File: config.mk
export PLATFORM = sky130hd
export DESIGN_NAME = core_op_feeder
export DESIGN_NICKNAME = d
export VERILOG_FILES = /design/src/rtl/core_op_feeder.sv
export SDC_FILE = /design/constraint.sdc
export NUM_CORES = 1
export LEC_CHECK = 0
export ABC_AREA = 1
export BUFFER_PORTS_ARGS = -buffer_cell sky130_fd_sc_hd__buf_2
export CAP_MARGIN = 20
export CORE_MARGIN = 5
export CORE_UTILIZATION = 39
export CTS_BUF_LIST = sky130_fd_sc_hd__clkbuf_16
export CTS_CLUSTER_SIZE = 28
export DETAILED_ROUTE_END_ITERATION = 6
export MAX_ROUTING_LAYER = met4
export PLACE_DENSITY_LB_ADDON = 0.1
export SYNTH_ARGS = -nofsm -noshare
export SYNTH_HDL_FRONTEND = slang
export SYNTH_SLANG_ARGS = --single-unit
File: constraint.sdc
create_clock -name i_clk -period 7 [get_ports i_clk]
set_clock_uncertainty 0.1 [all_clocks]
set_input_delay 2.1 -clock i_clk [delete_from_list [all_inputs] [get_ports i_clk]]
set_output_delay 2.1 -clock i_clk [all_outputs]
set_load 0.01 [all_outputs]
File: src/rtl/core_op_feeder.sv
// core_op_feeder: pops host op codes from a small command FIFO and issues them
// to the image core. Load ops stream one image from the memory read port
// through a 2-entry pixel buffer; display ops count the core's result beats.
module core_op_feeder #(
    parameter int unsigned INST_BW   = 4,
    parameter int unsigned INPUT_BW  = 8,
    parameter int unsigned IMG_SIZE  = 2048,
    parameter int unsigned CMD_DEPTH = 8
) (
    input  logic                i_clk,
    input  logic                i_rst,
    input  logic                i_cmd_valid,
    input  logic [INST_BW-1:0]  i_cmd_op,
    output logic                o_cmd_ready,
    output logic                o_mem_rd,
    output logic [10:0]         o_mem_addr,
    input  logic [INPUT_BW-1:0] i_mem_rdata,
    input  logic                i_op_ready,
    output logic                o_op_valid,
    output logic [INST_BW-1:0]  o_op_mode,
    input  logic                i_in_ready,
    output logic                o_in_valid,
    output logic [INPUT_BW-1:0] o_in_data,
    input  logic                i_out_valid,
    output logic                o_busy,
    output logic                o_err,
    output logic [5:0]          o_depth
);

    typedef enum logic [1:0] {
        IDLE,
        ISSUE,
        LOAD,
        COUNT
    } state_e;

    localparam int unsigned        PW        = $clog2(CMD_DEPTH);
    localparam logic [PW:0]        FIFO_FULL = (PW+1)'(CMD_DEPTH);
    localparam logic [11:0]        IMG_END   = 12'(IMG_SIZE);
    localparam logic [11:0]        IMG_LAST  = 12'(IMG_SIZE - 1);
    localparam logic [INST_BW-1:0] OP_LOAD   = '0;
    localparam logic [INST_BW-1:0] OP_SHRINK = INST_BW'(5);
    localparam logic [INST_BW-1:0] OP_GROW   = INST_BW'(6);
    localparam logic [INST_BW-1:0] OP_DISP_S = INST_BW'(7);
    localparam logic [INST_BW-1:0] OP_DISP_L = INST_BW'(8);
    localparam logic [5:0]         DEPTH_MAX = 6'd32;
    localparam logic [5:0]         DEPTH_MIN = 6'd8;

    // Command FIFO
    logic [INST_BW-1:0]  fifo_q [CMD_DEPTH];
    logic [PW-1:0]       wr_ptr_q, wr_ptr_d;
    logic [PW-1:0]       rd_ptr_q, rd_ptr_d;
    logic [PW:0]         fifo_cnt_q, fifo_cnt_d;

    // Sequencer
    state_e              state_q, state_d;
    logic [INST_BW-1:0]  op_q, op_d;
    logic [5:0]          depth_q, depth_d;
    logic [8:0]          beat_cnt_q, beat_cnt_d;
    logic [8:0]          beat_exp_q, beat_exp_d;
    logic                err_q, err_d;

    // Load prefetch and pixel buffer
    logic [11:0]         rd_addr_q, rd_addr_d;
    logic [11:0]         px_cnt_q, px_cnt_d;
    logic                inflight_q, inflight_d;
    logic [1:0]          buf_cnt_q, buf_cnt_d;
    logic [INPUT_BW-1:0] buf0_q, buf0_d;
    logic [INPUT_BW-1:0] buf1_q, buf1_d;

    logic                push;
    logic                pop;
    logic                consume;
    logic                mem_rd;
    logic                rd_overrun;
    logic [2:0]          outstanding;

    // Handshake decode. Outstanding reads are counted after this cycle's
    // consumption so a read can be launched in the same cycle a pixel leaves,
    // which is what keeps the stream bubble-free with only two buffer slots.
    always_comb begin
        push        = i_cmd_valid && (fifo_cnt_q != FIFO_FULL);
        pop         = (state_q == IDLE) && i_op_ready && (fifo_cnt_q != '0);
        consume     = (state_q == LOAD) && (buf_cnt_q != 2'd0) && i_in_ready;
        outstanding = {1'b0, buf_cnt_q} + {2'b00, inflight_q} - {2'b00, consume};
        mem_rd      = (state_q == LOAD) && (rd_addr_q < IMG_END) && (outstanding < 3'd2);
        rd_overrun  = mem_rd && (outstanding >= 3'd2);
    end

    // Command FIFO pointer and occupancy update
    always_comb begin
        wr_ptr_d   = wr_ptr_q;
        rd_ptr_d   = rd_ptr_q;
        fifo_cnt_d = fifo_cnt_q;
        if (push) begin
            wr_ptr_d = wr_ptr_q + 1'b1;
        end
        if (pop) begin
            rd_ptr_d = rd_ptr_q + 1'b1;
        end
        case ({push, pop})
            2'b10:   fifo_cnt_d = fifo_cnt_q + 1'b1;
            2'b01:   fifo_cnt_d = fifo_cnt_q - 1'b1;
            default: fifo_cnt_d = fifo_cnt_q;
        endcase
    end

    // Command FIFO storage; occupancy alone defines emptiness
    always_ff @(posedge i_clk) begin
        if (push) begin
            fifo_q[wr_ptr_q] <= i_cmd_op;
        end
    end

    // Sequencer next state, depth tracking, beat counting and error capture
    always_comb begin
        state_d    = state_q;
        op_d       = op_q;
        depth_d    = depth_q;
        beat_cnt_d = beat_cnt_q;
        beat_exp_d = beat_exp_q;
        rd_addr_d  = rd_addr_q;
        px_cnt_d   = px_cnt_q;
        err_d      = err_q;

        unique case (state_q)
            IDLE: begin
                if (pop) begin
                    op_d    = fifo_q[rd_ptr_q];
                    state_d = ISSUE;
                end
            end
            ISSUE: begin
                rd_addr_d  = '0;
                px_cnt_d   = '0;
                beat_cnt_d = '0;
                if (op_q == OP_LOAD) begin
                    state_d = LOAD;
                    depth_d = DEPTH_MAX;
                end else if (op_q == OP_DISP_S) begin
                    state_d    = COUNT;
                    beat_exp_d = 9'd4;
                end else if (op_q == OP_DISP_L) begin
                    state_d    = COUNT;
                    beat_exp_d = {1'b0, depth_q, 2'b00};
                end else begin
                    state_d = IDLE;
                    if (op_q == OP_SHRINK && depth_q != DEPTH_MIN) begin
                        depth_d = depth_q >> 1;
                    end else if (op_q == OP_GROW && depth_q != DEPTH_MAX) begin
                        depth_d = depth_q << 1;
                    end
                end
            end
            LOAD: begin
                if (mem_rd) begin
                    rd_addr_d = rd_addr_q + 12'd1;
                end
                if (consume) begin
                    if (px_cnt_q == IMG_LAST) begin
                        state_d   = IDLE;
                        rd_addr_d = '0;
                        px_cnt_d  = '0;
                    end else begin
                        px_cnt_d = px_cnt_q + 12'd1;
                    end
                end
            end
            COUNT: begin
                if (i_out_valid) begin
                    if (beat_cnt_q + 9'd1 == beat_exp_q) begin
                        state_d    = IDLE;
                        beat_cnt_d = '0;
                    end else begin
                        beat_cnt_d = beat_cnt_q + 9'd1;
                    end
                end
            end
            default: state_d = IDLE;
        endcase

        if ((i_op_ready && (state_q == LOAD || state_q == COUNT)) ||
            (i_out_valid && state_q != COUNT) ||
            rd_overrun) begin
            err_d = 1'b1;
        end
    end

    // Pixel buffer: slot 0 is the head, returning read data fills the first
    // free slot after any same-cycle consumption has shifted slot 1 down
    always_comb begin
        buf0_d     = buf0_q;
        buf1_d     = buf1_q;
        buf_cnt_d  = buf_cnt_q;
        inflight_d = mem_rd;
        if (state_q == ISSUE) begin
            buf_cnt_d = '0;
        end
        case ({consume, inflight_q})
            2'b10: begin
                buf0_d    = buf1_q;
                buf_cnt_d = buf_cnt_q - 2'd1;
            end
            2'b01: begin
                if (buf_cnt_q == 2'd0) begin
                    buf0_d = i_mem_rdata;
                end else begin
                    buf1_d = i_mem_rdata;
                end
                buf_cnt_d = buf_cnt_q + 2'd1;
            end
            2'b11: begin
                if (buf_cnt_q == 2'd1) begin
                    buf0_d = i_mem_rdata;
                end else begin
                    buf0_d = buf1_q;
                    buf1_d = i_mem_rdata;
                end
            end
            default: ;
        endcase
    end

    // State registers with synchronous reset
    always_ff @(posedge i_clk) begin
        if (i_rst) begin
            wr_ptr_q   <= '0;
            rd_ptr_q   <= '0;
            fifo_cnt_q <= '0;
            state_q    <= IDLE;
            op_q       <= '0;
            depth_q    <= DEPTH_MAX;
            beat_cnt_q <= '0;
            beat_exp_q <= '0;
            err_q      <= 1'b0;
            rd_addr_q  <= '0;
            px_cnt_q   <= '0;
            inflight_q <= 1'b0;
            buf_cnt_q  <= '0;
            buf0_q     <= '0;
            buf1_q     <= '0;
        end else begin
            wr_ptr_q   <= wr_ptr_d;
            rd_ptr_q   <= rd_ptr_d;
            fifo_cnt_q <= fifo_cnt_d;
            state_q    <= state_d;
            op_q       <= op_d;
            depth_q    <= depth_d;
            beat_cnt_q <= beat_cnt_d;
            beat_exp_q <= beat_exp_d;
            err_q      <= err_d;
            rd_addr_q  <= rd_addr_d;
            px_cnt_q   <= px_cnt_d;
            inflight_q <= inflight_d;
            buf_cnt_q  <= buf_cnt_d;
            buf0_q     <= buf0_d;
            buf1_q     <= buf1_d;
        end
    end

    assign o_cmd_ready = (fifo_cnt_q != FIFO_FULL);
    assign o_mem_rd    = mem_rd;
    assign o_mem_addr  = rd_addr_q[10:0];
    assign o_op_valid  = (state_q == ISSUE);
    assign o_op_mode   = (state_q == ISSUE) ? op_q : '0;
    assign o_in_valid  = (state_q == LOAD) && (buf_cnt_q != 2'd0);
    assign o_in_data   = o_in_valid ? buf0_q : '0;
    assign o_busy      = (fifo_cnt_q != '0) || (state_q != IDLE);
    assign o_err       = err_q;
    assign o_depth     = depth_q;

endmodule

==> results of run 1 <==
-- cells by family after synthesis --
logic type      after synthesis
xor+xnor                      9
buf+inv                     137
compound gates              162
flops                       113
fa+ha+maj                    19
simple gates                285
-- stage by stage --
step	worst slack (ns)	std cells	hold slack (ns)	cell area [um^2]	utilization
CTS	1.19	964	0.355	6740	0.464
floorplan	1.52	725	0.330	5780	-
finish	1.19	964	0.351	6740	0.464
detailed placement	1.20	932	0.347	6110	0.420
global placement	1.23	932	0.341	6110	0.420
global route	1.07	964	0.376	6740	0.464
-- per-layer routing --
layer | routed length, um | share of wire
met3 | 413 | 0.031
met1 | 6440 | 0.49
met4 | 210 | 0.016
met5 | 0 | 0
met2 | 6190 | 0.47
-- cell usage after synthesis (3+ instances only) --
cell,instances
sky130_fd_sc_hd__buf_4,13
sky130_fd_sc_hd__ha_1,17
sky130_fd_sc_hd__dfxtp_1,81
sky130_fd_sc_hd__o221ai_1,4
sky130_fd_sc_hd__nand3_1,36
sky130_fd_sc_hd__o211ai_1,7
sky130_fd_sc_hd__buf_2,4
sky130_fd_sc_hd__a21oi_1,62
sky130_fd_sc_hd__nand2_2,5
sky130_fd_sc_hd__a211oi_1,14
sky130_fd_sc_hd__nor2_1,89
sky130_fd_sc_hd__nand4_1,11
sky130_fd_sc_hd__inv_2,6
sky130_fd_sc_hd__nor3_1,9
sky130_fd_sc_hd__edfxtp_1,32
sky130_fd_sc_hd__clkbuf_1,10
sky130_fd_sc_hd__nor4_1,3
sky130_fd_sc_hd__nor2_4,3
sky130_fd_sc_hd__o21ai_0,49
sky130_fd_sc_hd__inv_1,101
sky130_fd_sc_hd__o22ai_1,12
sky130_fd_sc_hd__nand2_1,106
sky130_fd_sc_hd__xor2_1,7
sky130_fd_sc_hd__nand2_4,4
sky130_fd_sc_hd__a31oi_1,4
-- worst paths after layout --
path	depth (start not counted)	startpoint	to
setup / recovery	10	i_in_ready	o_mem_rd
hold / removal	2	buf1_q[0]$_SDFFE_PP0P_	buf1_q[0]$_SDFFE_PP0P_
setup reg to reg	16	buf_cnt_q[0]$_SDFFE_PP0P_	rd_addr_q[10]$_SDFFE_PP0P_
hold reg to reg	2	buf1_q[0]$_SDFFE_PP0P_	buf1_q[0]$_SDFFE_PP0P_
-- final cells by class --
class | count | area share
repair buffers | 52 | 0.0386
inverters | 108 | 0.0603
clock inverters | 15 | 0.0301
clock buffers | 17 | 0.0631
flip-flops and latches | 113 | 0.383
multi-input cells | 475 | 0.390
well taps | 184 | 0.0342
-- power groups by stage --
stage               registers, uW  logic (uW)  clock network (uW)
detailed placement            837         643                   0
CTS                           824         648                 942
floorplan                     816         489                   0
global placement              834         630                   0
global route                  835         734                 970
finish                        824         641                 921
-- sequential cells by signal, summed over array words and instances, names as in the netlist, 6 cells and up --
signal / cells
beat_exp_q: 6
buf0_q: 8
rd_addr_q: 12
o_depth: 6
buf1_q: 8
beat_cnt_q: 9
px_cnt_q: 12
fifo_q: 32
-- placed cells by master (no fill, tap or decap), types with 4 or more instances in the layout --
cell type and count:
sky130_fd_sc_hd__nand3_1 36, sky130_fd_sc_hd__o21ai_0 49, sky130_fd_sc_hd__clkbuf_16 17, sky130_fd_sc_hd__o22ai_1 12, sky130_fd_sc_hd__nand2_2 5, sky130_fd_sc_hd__nor3_1 9
sky130_fd_sc_hd__inv_1 104, sky130_fd_sc_hd__ha_1 17, sky130_fd_sc_hd__nor2_1 89, sky130_fd_sc_hd__bufinv_16 5, sky130_fd_sc_hd__a21oi_1 62, sky130_fd_sc_hd__o211ai_1 7
sky130_fd_sc_hd__inv_2 6, sky130_fd_sc_hd__a31oi_1 4, sky130_fd_sc_hd__edfxtp_1 32, sky130_fd_sc_hd__nand4_1 11, sky130_fd_sc_hd__nand2_4 4, sky130_fd_sc_hd__o221ai_1 4
sky130_fd_sc_hd__buf_2 52, sky130_fd_sc_hd__xor2_1 7, sky130_fd_sc_hd__clkinv_2 4, sky130_fd_sc_hd__dfxtp_1 81, sky130_fd_sc_hd__nand2_1 106, sky130_fd_sc_hd__a211oi_1 14
-- critical path, cell delays in order --
cell and delay (ns):
sky130_fd_sc_hd__buf_2 0.12, sky130_fd_sc_hd__nand2_4 0.15, sky130_fd_sc_hd__inv_2 0.07, sky130_fd_sc_hd__nand2_1 0.07, sky130_fd_sc_hd__nand3_1 0.08, sky130_fd_sc_hd__fa_1 0.47
sky130_fd_sc_hd__nor3b_2 0.18, sky130_fd_sc_hd__nand2_2 0.16, sky130_fd_sc_hd__inv_1 0.09, sky130_fd_sc_hd__buf_2 0.13
==> load_flow_metrics.sql, run 1 <==
INSERT INTO impl_metrics (metric_group, metric, value, unit) VALUES
('global_route', 'pin_count_of_the_biggest_net_entering_global_routing', '39', ''),
('logic_synthesis', 'syn_area_per_cell', '7.98', 'um^2'),
('power', 'clkPwrFrac', '0.386', ''),
('hold_path', 'min_path_type', 'register to register', ''),
('logic_synthesis', 'netlist.area_leader.share', '0.280', ''),
('cells_and_area', 'multi_input_area', '2630', 'um^2'),
('timing', 'setup_viol', '0', ''),
('cells_and_area', 'ff_latch_area', '2580', 'um^2'),
('detailed_routing', 'antenna_left', '0', ''),
('critical_path', 'arrival', '3.61', 'ns'),
('clocking', 'post_cts_hold_buffer_count', '0', ''),
('logic_synthesis', 'synth_area', '5780', 'um^2'),
('clocking', 'worst_skew_pair.late_latency', '0.41', 'ns'),
('global_route', 'grt.busiest_layer', 'met2', ''),
('clocking', 'ctsHtreeMaxLevel', '4', ''),
('cells_and_area', 'design.final.nets', '804', ''),
('die', 'floorplan.die_area', '17400', 'um^2'),
('timing', 'min_period_over_period', '0.830', ''),
('power', 'switching_share', '0.340', ''),
('logic_synthesis', 'synth.lib_cells_used.distinct', '49', ''),
('logic_synthesis', 'netlist_top_cells_area', 'sky130_fd_sc_hd__dfxtp_1 (28%), sky130_fd_sc_hd__edfxtp_1 (17%), sky130_fd_sc_hd__nand2_1 (6.9%), sky130_fd_sc_hd__inv_1 (6.6%), sky130_fd_sc_hd__nor2_1 (5.8%)', ''),
('cells_and_area', 'num_antenna_cells', '0', ''),
('logic_synthesis', 'post_synth_inst_count', '725', ''),
('power', 'seq_power_share', '0.345', ''),
('logic_synthesis', 'post_synthesis_net_count', '762', ''),
('die', 'floorplan.io_pins', '53', ''),
('die', 'core.rowCount', '44', ''),
('detailed_routing', 'drt_pass1_iterations', '4', ''),
('logic_synthesis', 'synth_area_in_simple_gates', '0.236', ''),
('die', 'floorplan.core_area', '14500', 'um^2'),
('critical_path', 'critical_path.startpoint_type', 'input port', ''),
('detailed_routing', 'remaining_drc_errors', '0', ''),
('placement', 'buffer_ports.inserted', '52', ''),
('logic_synthesis', 'synth_top_area_cell', 'sky130_fd_sc_hd__dfxtp_1', ''),
('global_route', 'first_global_vias', '4598', ''),
('detailed_routing', 'wire_per_inst', '13.7', 'um'),
('timing', 'grt_setup_unrepaired', 'no', ''),
('timing', 'number_of_slew_limit_violations_in_the_final_report', '0', ''),
('die', 'start_util', '0.398', ''),
('die', 'floorplan.die.height', '132', 'um'),
('cells_and_area', 'drive_gt1_frac', '0.154', ''),
('global_route', 'grt_use_total', '0.159', ''),
('logic_synthesis', 'postSynthRegisterBits', '113', ''),
('detailed_routing', 'detailroute.via_count', '4816', ''),
('run_status', 'run_status', 'complete, no violations', ''),
('clocking', 'clock-sinks', '113', ''),
('logic_synthesis', 'asyncSetResetFlopFracSynth', '0', ''),
('global_route', 'grt.met2_usage', '0.240', ''),
('global_route', 'antenna_found_initial', '0', ''),
('clocking', 'cts-root-buf', 'sky130_fd_sc_hd__clkbuf_16', ''),
('clocking', 'cts_repair_resize_count', '0', ''),
('clocking', 'clkTransAtPathRegs', '0.05', 'ns'),
('power', 'cellPowerDensity', '354', 'nW/um^2'),
('global_route', 'wire_length_of_the_first_global_routing_pass', '22.0', 'mm'),
('placement', 'gp_congestion', '0.817', ''),
('power', 'share_of_power_burned_in_combinational_logic', '0.269', ''),
('timing', 'timing_worst_slew_pin_value', '0.986', 'ns'),
('timing', 'fin_setup_tns', '0', 'ns'),
('power', 'leakagePower', '0.00273', 'uW'),
('logic_synthesis', 'synth.yosys.seq_area_share', '0.447', ''),
('cells_and_area', 'fillerInstances', '1477', ''),
('global_route', 'grt_util_met1', '0.200', ''),
('critical_path', 'crit_type', 'input port to output pin', ''),
('job', 'cap_violations', '0', ''),
('critical_path', 'reg2reg_slack', '3.99', 'ns'),
('placement', 'detailed_place_hpwl', '9.48', 'mm'),
('detailed_routing', 'detailedRoute.firstIterationViolations', '304', ''),
('detailed_routing', 'post_detailed_route_via_to_cell_ratio', '5.00', ''),
('power', 'p_sw', '811', 'uW'),
('cells_and_area', 'layout-area-overhead-vs-synth', '16.5', '%'),
('power', 'power.internal', '1580', 'uW');
Power figures use the tool's default switching activity.
==> run 2, diff against run 1 <==
==> constraint.sdc (replaced) <==
create_clock -name i_clk -period 5.1 [get_ports i_clk]
set_clock_uncertainty 0.1 [all_clocks]
set_input_delay 1.53 -clock i_clk [delete_from_list [all_inputs] [get_ports i_clk]]
set_output_delay 1.53 -clock i_clk [all_outputs]
set_load 0.01 [all_outputs]
==> run 2 against run 1 <==
Against the previous run:
- clock power is 31% higher
- critical endpoint unchanged
- sequential cell count unchanged
- setup slack got worse by 0.73 ns
- largest power group unchanged
- largest cell class unchanged
- sequential share of layout area rose by 0.13 points
- register-to-register slack worse by 1.9 ns
- global-route usage increased by 0.44 points
- first-iteration DRC count increased by 9.9%
- sequential power increased by 37%
- combinational power grew 37%
- clock-buffer cell count unchanged
==> load_flow_metrics.sql, run 2 (synthesis results as in run 1) <==
INSERT INTO impl_metrics (metric_group, metric, value, unit) VALUES
('global_route', 'first_global_vias', '4631', ''),
('global_route', 'antenna_found_initial', '0', ''),
('critical_path', 'cp_common_cell', 'sky130_fd_sc_hd__buf_2', ''),
('detailed_routing', 'drt_wl_total', '13.4', 'mm'),
('hold_path', 'worstHoldEndpoint', 'buf1_q[6]$_SDFFE_PP0P_', ''),
('critical_path', 'worst_path_max_delay_cell', 'sky130_fd_sc_hd__fa_1', ''),
('die', 'core.rowCount', '44', ''),
('placement', 'gp_congestion', '0.826', ''),
('run_status', 'run_status', 'complete, no violations', ''),
('timing', 'fin_setup_tns', '0', 'ns'),
('die', 'floorplan.die_area', '17400', 'um^2'),
('power', 'leakagePower', '0.00271', 'uW'),
('timing', 'post_route_worst_hold_slack', '0.351', 'ns'),
('cells_and_area', 'drive_gt1_frac', '0.154', ''),
('clocking', 'cts_repair_resize_count', '0', ''),
('critical_path', 'setup.worst_path.end_class', 'output pin', ''),
('detailed_routing', 'post_detailed_route_via_to_cell_ratio', '5.00', ''),
('critical_path', 'crit-reg2reg-launch', 'state_q[0]$_SDFFE_PP0P_', ''),
('placement', 'placed_cell_area', '6120', 'um^2'),
('hold_path', 'hold_path_depth', '2', ''),
('clocking', 'post_cts_hold_buffer_count', '0', ''),
('power', 'total_power', '3210', 'uW'),
('cells_and_area', 'largestRegisters', 'fifo_q: 32 flops, px_cnt_q: 12 flops, rd_addr_q: 12 flops', ''),
('clocking', 'cts-root-to-sink-buffers', '2', ''),
('timing', 'number_of_slew_limit_violations_in_the_final_report', '0', ''),
('clocking', 'clock-sinks', '113', ''),
('clocking', 'worst_skew_pair.late_latency', '0.42', 'ns'),
('timing', 'max_slew_margin', '0.321', ''),
('critical_path', 'timing.critical_path.slowest_cell_delay', '0.48', 'ns'),
('cells_and_area', 'final_common_cell', 'sky130_fd_sc_hd__nand2_1', ''),
('cells_and_area', 'design.final.nets', '805', ''),
('detailed_routing', 'detailroute.via_count', '4817', ''),
('critical_path', 'arrival', '3.01', 'ns'),
('clocking', 'ctsHtreeMaxLevel', '4', ''),
('cells_and_area', 'final_cell_area', '6720', 'um^2'),
('job', 'cap_violations', '0', ''),
('cells_and_area', 'layout-area-overhead-vs-synth', '16.1', '%'),
('critical_path', 'timing.critical_path.max_delay_family', 'simple AND/OR/NAND/NOR gates', ''),
('timing', 'grt_setup_unrepaired', 'no', ''),
('global_route', 'grt_use_total', '0.163', ''),
('critical_path', 'crit_chain', 'buf_2 -> nand2_4 -> inv_2 -> nand2_1 -> nand3_1 -> fa_1 -> nor3b_2 -> nand2_2 -> inv_1 -> buf_2', ''),
('global_route', 'grt.overflow.total', '0', ''),
('detailed_routing', 'wire_per_inst', '13.9', 'um'),
('critical_path', 'data_required_time_at_the_worst_endpoint', '3.47', 'ns'),
('detailed_routing', 'antenna_left', '0', ''),
('hold_path', 'hold_path_startpoint', 'buf1_q[6]$_SDFFE_PP0P_', ''),
('critical_path', 'worst-path-max-fanout', '7', ''),
('clocking', 'cts_setup_buffers', '0', ''),
('detailed_routing', 'detailedRoute.firstIterationViolations', '334', ''),
('clocking', 'cts_inserted_buffers', '17', ''),
('hold_path', 'min_path_type', 'register to register', ''),
('timing', 'setup_viol', '0', ''),
('global_route', 'wire_length_of_the_first_global_routing_pass', '22.4', 'mm'),
('cells_and_area', 'num_antenna_cells', '0', ''),
('timing', 'timing_worst_slew_pin_value', '1.02', 'ns'),
('timing', 'hold_viol', '0', ''),
('clocking', 'clkTransAtPathRegs', '0.05', 'ns'),
('critical_path', 'worst_r2r_end', 'rd_addr_q[7]$_SDFFE_PP0P_', ''),
('cells_and_area', 'largest_reg_flops', '32', ''),
('die', 'floorplan.io_pins', '53', ''),
('timing', 'layout_min_cycle_time', '4.64', 'ns'),
('critical_path', 'reg2reg_slack', '2.13', 'ns'),
('power', 'cellPowerDensity', '479', 'nW/um^2'),
('global_route', 'pin_count_of_the_biggest_net_entering_global_routing', '39', ''),
('critical_path', 'critical_path.startpoint_type', 'input port', ''),
('detailed_routing', 'drt_pass1_iterations', '4', ''),
('clocking', 'cts-root-buf', 'sky130_fd_sc_hd__clkbuf_16', ''),
('power', 'vdd_ir_drop_max', '0.256', 'mV'),
('die', 'die_width', '132', 'um'),
('placement', 'buffer_ports.inserted', '52', ''),
('cells_and_area', 'fillerInstances', '1466', ''),
('cells_and_area', 'most-common-layout-cells', 'sky130_fd_sc_hd__nand2_1 (106), sky130_fd_sc_hd__inv_1 (102), sky130_fd_sc_hd__nor2_1 (89)', ''),
('placement', 'detailed_place_hpwl', '9.71', 'mm'),
('timing', 'timing.fmax', '216', 'MHz'),
('timing', 'min_period_over_period', '0.910', ''),
('critical_path', 'crit_type', 'input port to output pin', ''),
('cells_and_area', 'register_name_with_the_most_flops', 'fifo_q', ''),
('die', 'start_util', '0.398', ''),
('detailed_routing', 'remaining_drc_errors', '0', ''),
('clocking', 'tritoncts_clock_tree', 'done', ''),
('die', 'floorplan.die.height', '132', 'um'),
('critical_path', 'critical_path.n_buffers_inverters', '4', ''),
('die', 'floorplan.core_area', '14500', 'um^2'),
('critical_path', 'worst_r2r_path_depth', '16', '');
[run 2: how the worst max path moves through the flow]
stage / from / end / slack [ns] / cells after the start
final: i_in_ready / o_mem_rd / 0.46 / 10
after CTS: i_in_ready / o_mem_rd / 0.44 / 10
after detailed placement: i_in_ready / o_mem_rd / 0.44 / 10
after global routing: i_in_ready / o_mem_rd / 0.37 / 10
after floorplan: i_in_ready / o_mem_rd / 0.76 / 8
after global placement: i_in_ready / o_mem_rd / 0.46 / 10
[run 2: worst register-to-register path, cell delays in order (launching register included)]
cell and delay [ns]:
sky130_fd_sc_hd__dfxtp_1 0.38, sky130_fd_sc_hd__inv_1 0.08, sky130_fd_sc_hd__ha_1 0.23, sky130_fd_sc_hd__inv_2 0.16, sky130_fd_sc_hd__nor2_8 0.06, sky130_fd_sc_hd__nand2_4 0.14
sky130_fd_sc_hd__inv_2 0.07, sky130_fd_sc_hd__nand2_1 0.06, sky130_fd_sc_hd__nand3_1 0.08, sky130_fd_sc_hd__fa_1 0.48, sky130_fd_sc_hd__nor3b_2 0.17, sky130_fd_sc_hd__nand2_2 0.16
sky130_fd_sc_hd__nor3_2 0.26, sky130_fd_sc_hd__nand2_1 0.11, sky130_fd_sc_hd__o21ai_0 0.16, sky130_fd_sc_hd__o211ai_1 0.10, sky130_fd_sc_hd__nor2_1 0.12
[run 2: through the flow]
step,worst slack (ns),instances,util
floorplan,0.765,725,-
global placement,0.462,933,0.421
detailed placement,0.440,933,0.421
CTS,0.439,964,0.462
global route,0.369,964,0.462
finish,0.462,964,0.462
[run 2: report_power, final]
part,total [uW],internal (uW),switching (uW)
logic,879,283,596
registers,1130,1030,103
clock network,1210,802,404
total,3210,2110,1100
[run 2: metal layers]
| layer | wire [um] | GRT usage | share of wire | vias to the layer above |
|---|---|---|---|---|
| met5 | 0 | - | 0 | - |
| met4 | 204 | 0.0703 | 0.015 | 0 |
| met3 | 375 | 0.0405 | 0.028 | 16 |
| met2 | 6370 | 0.253 | 0.47 | 61 |
| met1 | 6470 | 0.203 | 0.48 | 2241 |
| li1 | - | - | - | 2499 |
[run 2: area by class of cell]
cell class / instances / area [um^2] / area share
clock inverters: 14 / 173 / 0.0257
flip-flops and latches: 113 / 2580 / 0.385
well taps: 184 / 230 / 0.0343
inverters: 108 / 407 / 0.0605
repair buffers: 53 / 268 / 0.0399
clock buffers: 17 / 425 / 0.0633
multi-input cells: 475 / 2630 / 0.392
==> run 3, diff against run 2 <==
--- a/config.mk
+++ b/config.mk
@@ -11,8 +11,9 @@
 export CORE_MARGIN = 5
 export CORE_UTILIZATION = 39
 export CTS_BUF_LIST = sky130_fd_sc_hd__clkbuf_16
-export CTS_CLUSTER_SIZE = 28
+export CTS_CLUSTER_SIZE = 10
 export DETAILED_ROUTE_END_ITERATION = 6
+export HOLD_SLACK_MARGIN = 0.03
 export MAX_ROUTING_LAYER = met4
 export PLACE_DENSITY_LB_ADDON = 0.1
 export SYNTH_ARGS = -nofsm -noshare
==> constraint.sdc (replaced) <==
create_clock -name i_clk -period 5.1 [get_ports i_clk]
set_clock_uncertainty 0.1 [all_clocks]
set_input_delay 0.255 -clock i_clk [delete_from_list [all_inputs] [get_ports i_clk]]
set_output_delay 0.255 -clock i_clk [all_outputs]
set_load 0.01 [all_outputs]
==> run 3 against run 2 <==
Against the previous run:
- sequential cell count did not move
- clock power decreased by 8%
- critical path depth increased by 3
- power down 2.8%
- global-route usage down 0.15 points
- final cell count up 0.52%
- via count shrank 0.12%
- utilization is essentially flat
- clock-buffer cell count unchanged
- setup slack gained 1.6 ns
- largest cell class unchanged
==> load_flow_metrics.sql, run 3 (synthesis results as in run 1) <==
INSERT INTO impl_metrics (metric_group, metric, value, unit) VALUES
('clocking', 'ctsHtreeMaxLevel', '4', ''),
('die', 'floorplan.die.height', '132', 'um'),
('timing', 'layout_min_cycle_time', '3.07', 'ns'),
('clocking', 'cts-root-buf', 'sky130_fd_sc_hd__clkbuf_16', ''),
('timing', 'number_of_slew_limit_violations_in_the_final_report', '0', ''),
('global_route', 'groute.layer.met3.usage', '0.0431', ''),
('detailed_routing', 'wire_per_inst', '13.7', 'um'),
('hold_path', 'min_path_type', 'input port to register', ''),
('placement', 'detailed_place_hpwl', '9.69', 'mm'),
('hold_path', 'hold_path_depth', '1', ''),
('global_route', 'grt.overflow.total', '0', ''),
('critical_path', 'crit_type', 'register to output pin', ''),
('critical_path', 'crit-reg2reg-launch', 'state_q[0]$_SDFFE_PP0P_', ''),
('critical_path', 'reg2reg_slack', '2.13', 'ns'),
('placement', 'gp_congestion', '0.831', ''),
('timing', 'min_period_over_period', '0.603', ''),
('job', 'cap_violations', '0', ''),
('detailed_routing', 'detailroute.via_count', '4811', ''),
('run_status', 'run_status', 'complete, no violations', ''),
('die', 'core.rowCount', '44', ''),
('die', 'floorplan.core_area', '14500', 'um^2'),
('critical_path', 'arrival', '2.72', 'ns'),
('clocking', 'clock-sinks', '113', ''),
('cells_and_area', 'final_common_cell', 'sky130_fd_sc_hd__nand2_1', ''),
('die', 'floorplan.die_area', '17400', 'um^2'),
('critical_path', 'worst-path-max-fanout', '7', ''),
('cells_and_area', 'largestRegisters', 'fifo_q: 32 flops, px_cnt_q: 12 flops, rd_addr_q: 12 flops', ''),
('cells_and_area', 'layout-area-overhead-vs-synth', '16.2', '%'),
('die', 'die_width', '132', 'um'),
('die', 'start_util', '0.398', ''),
('hold_path', 'worstHoldEndpoint', 'fifo_q[2][0]$_DFFE_PP_', ''),
('power', 'vdd_ir_drop_max', '0.289', 'mV'),
('global_route', 'grt_util_met1', '0.199', ''),
('timing', 'max_slew_margin', '0.375', ''),
('die', 'floorplan.io_pins', '53', ''),
('cells_and_area', 'register_name_with_the_most_flops', 'fifo_q', ''),
('timing', 'timing_worst_slew_pin_value', '0.937', 'ns'),
('cells_and_area', 'design.final.nets', '809', ''),
('global_route', 'wire_length_of_the_first_global_routing_pass', '22.5', 'mm'),
('global_route', 'grt_use_total', '0.162', ''),
('detailed_routing', 'drt_pass1_iterations', '4', ''),
('detailed_routing', 'drt_wl_total', '13.3', 'mm'),
('timing', 'timing.fmax', '325', 'MHz'),
('detailed_routing', 'post_detailed_route_via_to_cell_ratio', '4.96', ''),
('critical_path', 'worst_r2r_path_depth', '18', ''),
('timing', 'fin_setup_tns', '0', 'ns'),
('clocking', 'clkTransAtPathRegs', '0.06', 'ns'),
('detailed_routing', 'antenna_left', '0', ''),
('clocking', 'cts_inserted_buffers', '17', ''),
('critical_path', 'critical_path.startpoint_type', 'register', ''),
('cells_and_area', 'num_antenna_cells', '0', ''),
('clocking', 'tritoncts_clock_tree', 'done', ''),
('detailed_routing', 'remaining_drc_errors', '0', ''),
('clocking', 'post_cts_hold_buffer_count', '5', ''),
('clocking', 'worst_skew_pair.late_latency', '0.42', 'ns'),
('cells_and_area', 'largest_reg_flops', '32', ''),
('cells_and_area', 'drive_gt1_frac', '0.155', ''),
('timing', 'setup_viol', '0', ''),
('clocking', 'cts-root-to-sink-buffers', '2', ''),
('power', 'leakagePower', '0.00270', 'uW'),
('critical_path', 'data_required_time_at_the_worst_endpoint', '4.74', 'ns'),
('placement', 'buffer_ports.inserted', '52', ''),
('clocking', 'cts_repair_resize_count', '0', ''),
('detailed_routing', 'detailedRoute.firstIterationViolations', '360', ''),
('clocking', 'cts_setup_buffers', '0', ''),
('hold_path', 'hold_path_startpoint', 'i_cmd_op[0]', ''),
('cells_and_area', 'most-common-layout-cells', 'sky130_fd_sc_hd__nand2_1 (106), sky130_fd_sc_hd__inv_1 (101), sky130_fd_sc_hd__nor2_1 (89)', ''),
('global_route', 'first_global_vias', '4688', ''),
('critical_path', 'worst_r2r_end', 'rd_addr_q[10]$_SDFFE_PP0P_', ''),
('global_route', 'grt.met2_usage', '0.257', ''),
('power', 'cellPowerDensity', '465', 'nW/um^2'),
('timing', 'grt_setup_unrepaired', 'no', ''),
('power', 'total_power', '3130', 'uW'),
('global_route', 'pin_count_of_the_biggest_net_entering_global_routing', '39', ''),
('critical_path', 'setup.worst_path.end_class', 'output pin', ''),
('global_route', 'antenna_found_initial', '0', ''),
('global_route', 'grt.busiest_layer', 'met2', ''),
('timing', 'hold_viol', '0', '');
==> run 3: power breakdown <==
group          leakage, uW  switching [uW]  internal, uW
Clock             0.000262             442           672
Combinational      0.00149             596           285
Sequential        0.000948             104          1030
Total              0.00270            1140          1980
==> run 3: critical path, stage by stage, from the launching register on <==
cell                      delay [ns]
sky130_fd_sc_hd__dfxtp_1        0.39
sky130_fd_sc_hd__inv_1          0.08
sky130_fd_sc_hd__ha_1           0.24
sky130_fd_sc_hd__inv_2          0.16
sky130_fd_sc_hd__nor2_8         0.05
sky130_fd_sc_hd__nand2_4        0.14
sky130_fd_sc_hd__inv_2          0.07
sky130_fd_sc_hd__nand2_1        0.06
sky130_fd_sc_hd__nand3_1        0.08
sky130_fd_sc_hd__fa_1           0.48
sky130_fd_sc_hd__nor3b_2        0.17
sky130_fd_sc_hd__nand2_2        0.16
sky130_fd_sc_hd__inv_1          0.10
sky130_fd_sc_hd__buf_2          0.13
==> run 3: how the worst max path moves through the flow <==
stage	start	to	slack (ns)	cells after the start
floorplan	state_q[0]$_SDFFE_PP0P_	rd_addr_q[10]$_SDFFE_PP0P_	2.45	18
global placement	state_q[0]$_SDFFE_PP0P_	rd_addr_q[10]$_SDFFE_PP0P_	2.26	18
detailed placement	state_q[0]$_SDFFE_PP0P_	rd_addr_q[7]$_SDFFE_PP0P_	2.13	16
CTS	state_q[0]$_SDFFE_PP0P_	o_mem_rd	2.00	13
global route	state_q[0]$_SDFFE_PP0P_	o_mem_rd	1.84	13
finish	state_q[0]$_SDFFE_PP0P_	o_mem_rd	2.03	13
==> run 3: metrics by stage <==
stage                     hold WS, ns  utilization  std cells  instance area [um^2]  worst slack [ns]
after global placement          0.342        0.420        932                  6110              2.26
after global routing           0.0462        0.462        969                  6720              1.84
final                          0.0447        0.462        969                  6720              2.03
after detailed placement        0.348        0.420        932                  6110              2.13
after floorplan                 0.254            -        725                  5780              2.45
after CTS                      0.0304        0.462        969                  6720              2.00
==> run 3: layer usage <==
layer | up-vias | share of wire
met5 | - | 0
met4 | 0 | 0.011
met3 | 11 | 0.037
met2 | 57 | 0.48
met1 | 2228 | 0.48
li1 | 2515 | -
==> run 3: layout make-up <==
class                   instances  area, um^2
fillers                      1474        7810
multi-input cells             475        2630
flip-flops and latches        113        2580
clock buffers                  17         425
inverters                     108         407
repair buffers                 57         310
well taps                     184         230
clock inverters                15         134
